==> src/rtl/c_decoder_seq.sv <==
// Registered N-to-2^N one-hot decoder: level, timed-pulse and rotate modes, with a disable input.
// Outputs update one edge after inputs are sampled; load is ignored while a pulse is in progress.
module c_decoder_seq #(
  parameter  int SEL_W        = 3,
  parameter  int PULSE_CYCLES = 1,
  localparam int N            = 1 << SEL_W,
  localparam int CW           = $clog2(PULSE_CYCLES + 1)
) (
  input  logic             clk,
  input  logic             reset,
  input  logic             dis,
  input  logic             load,
  input  logic [SEL_W-1:0] sel,
  input  logic [1:0]       mode,
  input  logic             step,
  output logic [N-1:0]     out,
  output logic [SEL_W-1:0] idx,
  output logic             valid,
  output logic             busy
);

  typedef enum logic [1:0] {IDLE, LEVEL, PULSE, ROTATE} state_t;

  state_t           state, state_nx;
  logic [SEL_W-1:0] idx_nx;
  logic [CW-1:0]    cnt, cnt_nx;
  logic [N-1:0]     out_nx;
  logic             valid_nx, busy_nx;

  always_ff @(posedge clk or posedge reset) begin
    if (reset) begin
      state <= IDLE;
      idx   <= '0;
      cnt   <= '0;
      out   <= '0;
      valid <= 1'b0;
      busy  <= 1'b0;
    end else begin
      state <= state_nx;
      idx   <= idx_nx;
      cnt   <= cnt_nx;
      out   <= out_nx;
      valid <= valid_nx;
      busy  <= busy_nx;
    end
  end

  always_comb begin
    state_nx = state;
    idx_nx   = idx;
    cnt_nx   = cnt;
    if (dis) begin
      state_nx = IDLE;
      cnt_nx   = '0;
    end else if (state == PULSE) begin
      // Counter holds the number of cycles still to run after the current one.
      if (cnt == '0) state_nx = IDLE;
      else           cnt_nx   = cnt - CW'(1);
    end else if (load) begin
      idx_nx = sel;
      unique case (mode)
        2'b01: begin
          state_nx = PULSE;
          cnt_nx   = CW'(PULSE_CYCLES - 1);
        end
        2'b10:   state_nx = ROTATE;
        default: state_nx = LEVEL;
      endcase
    end else if (state == ROTATE && step) begin
      idx_nx = idx + SEL_W'(1);
    end

    // Outputs are derived from next-state values so they come straight out of flops.
    valid_nx = (state_nx != IDLE);
    busy_nx  = (state_nx == PULSE);
    out_nx   = valid_nx ? (N'(1) << idx_nx) : '0;
  end

endmodule

==> config.mk <==
export PLATFORM = sky130hd
export DESIGN_NAME = c_decoder_seq
export DESIGN_NICKNAME = d
export VERILOG_FILES = /design/src/rtl/c_decoder_seq.sv
export SDC_FILE = /design/constraint.sdc
export NUM_CORES = 1
export LEC_CHECK = 0
export ABC_AREA = 1
export CORE_MARGIN = 4
export CORE_UTILIZATION = 48
export DETAILED_ROUTE_END_ITERATION = 10
export PLACE_DENSITY = 0.81
export SLEW_MARGIN = 20
export SYNTH_ARGS = -nofsm -noshare
export SYNTH_HDL_FRONTEND = slang
export SYNTH_SLANG_ARGS = --single-unit
==> constraint.sdc <==
create_clock -name clk -period 2.3 [get_ports clk]
set_clock_uncertainty 0.2 [all_clocks]
set_input_delay 0.69 -clock clk [delete_from_list [all_inputs] [get_ports clk]]
set_output_delay 0.69 -clock clk [all_outputs]
set_load 0.02 [all_outputs]
==> flow_summary.json, run 1 <==
{
  "grt_antenna_before_repair": 0,
  "cts_hold_buf": 0,
  "place_congestion": 0.832,
  "number_of_storage_elements_in_the_synthesis_netlist": 15,
  "antenna_left": 0,
  "synth_enable_flop_cells": 0,
  "synthDistinctLibCells": 19,
  "clock-root-buffer": "clkbuf_4",
  "leakagePower_nw": 0.509,
  "critical_path.top_delay_family": "buffers and inverters",
  "cpPeakStageDelay_ns": 0.62,
  "synthesis.instances": 82,
  "core.rowCount": 14,
  "cts.htree.levels": 1,
  "drv.max_cap_violation_count": 0,
  "slew_violations": 0,
  "dieArea_sq_um": 2340,
  "pwr_density_cell_nw_per_um2": 631,
  "synth_compound_area_frac": 0.0721,
  "cell_area_after_technology_mapping_sq_um": 781,
  "critical-path-slowest-cell": "clkdlybuf4s50_1",
  "synth_top_cells_by_count": "dfrtp_1, nand2_1, nor2_1",
  "grt_use_met2": 0.254,
  "setup-violations-final": 0,
  "grt_start_max_net_pins": 16,
  "nets_final": 122,
  "io-pin-count": 23,
  "die-width_um": 48.3,
  "timing.max_slew.rel_slack": 0.637,
  "route.vias.total": 614,
  "critPathRequiredTime_ns": 1.41,
  "finalCriticalPeriod_ns": 2.20,
  "cts.path.max_buffers": 2,
  "synth_top_area_share": 0.481,
  "use_met3": 0.0552,
  "fillerInstances": 125,
  "combinational_family_with_the_most_area_after_synthesis": "simple AND/OR/NAND/NOR gates",
  "async_flop_share": 1.00,
  "proportion_of_synthesized_chip_area_in_sequential_cells": 0.481,
  "antenna_cells_inserted": 0,
  "total_routing_resource_utilization_after_global_routing": 0.161,
  "post_synthesis_net_count": 94,
  "stdcell_count": 125,
  "detailedRoute.firstIterationViolations": 15,
  "worst_pin_slew_ns": 0.543,
  "report.power.total_uw": 666,
  "post_synth_xor_area_fraction": 0,
  "outcome": "finished, final reports clean",
  "first_global_vias": 647,
  "cts_made_buffers": 3,
  "worstPathCellList": "clkdlybuf4s50_1",
  "critPathCaptureType": "output port",
  "max_freq_mhz": 454,
  "synth_adder_area_share": 0.0321,
  "top_usage_layer": "met2",
  "post_synth.cell_area_avg_sq_um": 9.52,
  "unrepaired_setup_endpoints_after_global_routing": "no",
  "peakVddDrop_v": 0.000455,
  "skew_pair_late_insertion_delay_ns": 0.29,
  "clock_tree_from_tritoncts": "yes",
  "place.detailed.hpwl_um": 1300,
  "detail_route.wirelength_um": 1620,
  "area_fraction_in_and_or_nand_and_nor_cells_after_synthesis": 0.340,
  "portBuffers": 22,
  "drt_drc_violations_left": 0,
  "timing_hold_violations_final": 0,
  "drt-pass1-iter-count": 4,
  "critical_path_peak_fanout": 4,
  "areaGrowthSynthToFinish_pct": 35.3,
  "initial_core_util": 0.512,
  "grt_use_met1": 0.192,
  "postCtsResizedCells": 0,
  "cts.clk_slew.worst_paths_ns": 0.08,
  "post_drt_wl_per_cell_um": 13.0,
  "synth.top_cells.by_area": "dfrtp_1, nand3_2, nand2_2",
  "arrival_ns": 1.31,
  "tritoncts_num_sinks": 15,
  "crit_path_kind": "register to output port",
  "postSynth.topFlopCell": "dfrtp_1",
  "synth_top_cell_by_area": "dfrtp_1",
  "fin_crit_sh": 0.957,
  "grt_first_pass_wirelength_um": 2930,
  "globalRoute.totalOverflow": 0,
  "holdCritPathClass": "register to register",
  "worstPathBufferInverterCount": 1,
  "die_h_um": 48.3,
  "dp_cells": 121,
  "yosysWarnings": 0,
  "timing.critical_path.from_type": "register",
  "post_route_cells_drive_above_1_share": 0.303,
  "viasPerCell": 4.91,
  "synth_most_common_cell": "dfrtp_1",
  "muxShareOfSynthArea": 0,
  "cts_setup_buffers": 0,
  "core_area_sq_um": 1520
}
[cells by family (layout without fill, tap and decap cells)]
family	Yosys count	after routing
adder cells (fa/ha/maj)	2	2
AO/OA/AOI/OAI	6	6
buffers and inverters	13	40
flip-flops	15	15
AND/OR/NAND/NOR	46	46
[placed cells by master (no fill, tap or decap), types with 2 or more instances in the layout]
master           count
clkbuf_4             3
clkdlybuf4s50_1     22
dfrtp_1             15
ha_1                 2
inv_1                9
inv_2                2
nand2_1             11
nand2_2              7
nand2_4              3
nand3_1              3
nand3_2              5
nor2_1              10
nor2_2               6
o21ai_1              2
[cell type report]
| class | instances | area (sq um) | share of cell area |
|---|---|---|---|
| inverters | 13 | 58.8 | 0.0557 |
| multi-input cells | 54 | 347 | 0.328 |
| repair buffers | 23 | 228 | 0.216 |
| clock inverters | 1 | 5.00 | 0.00474 |
| well taps | 16 | 20.0 | 0.0190 |
| clock buffers | 3 | 22.5 | 0.0213 |
| flip-flops and latches | 15 | 375 | 0.355 |
[registers in the layout, summed over array words and instances, names as in the netlist]
signal	cells
busy	1
out	8
idx	3
valid	1
state	2
[path summary, 6_finish.rpt]
path	slack [ns]	end	startpoint	cells past startpoint
setup reg to reg	0.69	out[4]	idx[0]	6
min in group asynchronous	0.53	idx[2]	reset	2
max in group asynchronous	1.01	state[1]	reset	2
hold reg to reg	0.44	idx[1]	idx[1]	2
setup / recovery	0.1	idx[1]	idx[1]	1
hold / removal	0.44	idx[1]	idx[1]	2
[through the flow]
step | hold slack [ns] | TNS (ns) | area (sq um) | utilization | worst slack (ns)
finish | 0.437 | 0 | 1060 | 0.693 | 0.0991
global route | 0.474 | 0 | 1060 | 0.693 | 0.0444
CTS | 0.430 | 0 | 1060 | 0.693 | 0.0844
detailed placement | 0.407 | -0.218 | 1030 | 0.675 | -0.0484
global placement | 0.413 | -0.235 | 1030 | 0.675 | -0.0395
floorplan | 0.391 | 0 | 781 | - | 0.488
[layer usage]
layer,vias to the layer above,wire length (um),share of wire
li1,305,-,-
met1,295,659,0.41
met2,12,868,0.54
met3,2,69,0.043
met4,0,25,0.015
met5,-,0,0
[power breakdown]
| group | internal (mW) | leakage [nW] | total [mW] | switching [mW] |
|---|---|---|---|---|
| combinational | 0.0886 | 0.293 | 0.213 | 0.125 |
| clock | 0.0648 | 0.0177 | 0.153 | 0.0883 |
| sequential | 0.285 | 0.199 | 0.300 | 0.0147 |
| total | 0.439 | 0.509 | 0.666 | 0.228 |
No activity file was read; power rests on OpenSTA's default activity.
==> run 2: changes to the inputs <==
Settings changed: REMOVE_ABC_BUFFERS set to 1.
==> results of run 2 <==
No change in the layout: final DEF, timing and power equal those of run 1.
==> run 3: changes to the inputs <==
Settings changed: SLEW_MARGIN 20 to 10.
==> results of run 3 <==
No change in the layout: final DEF, timing and power equal those of run 1.
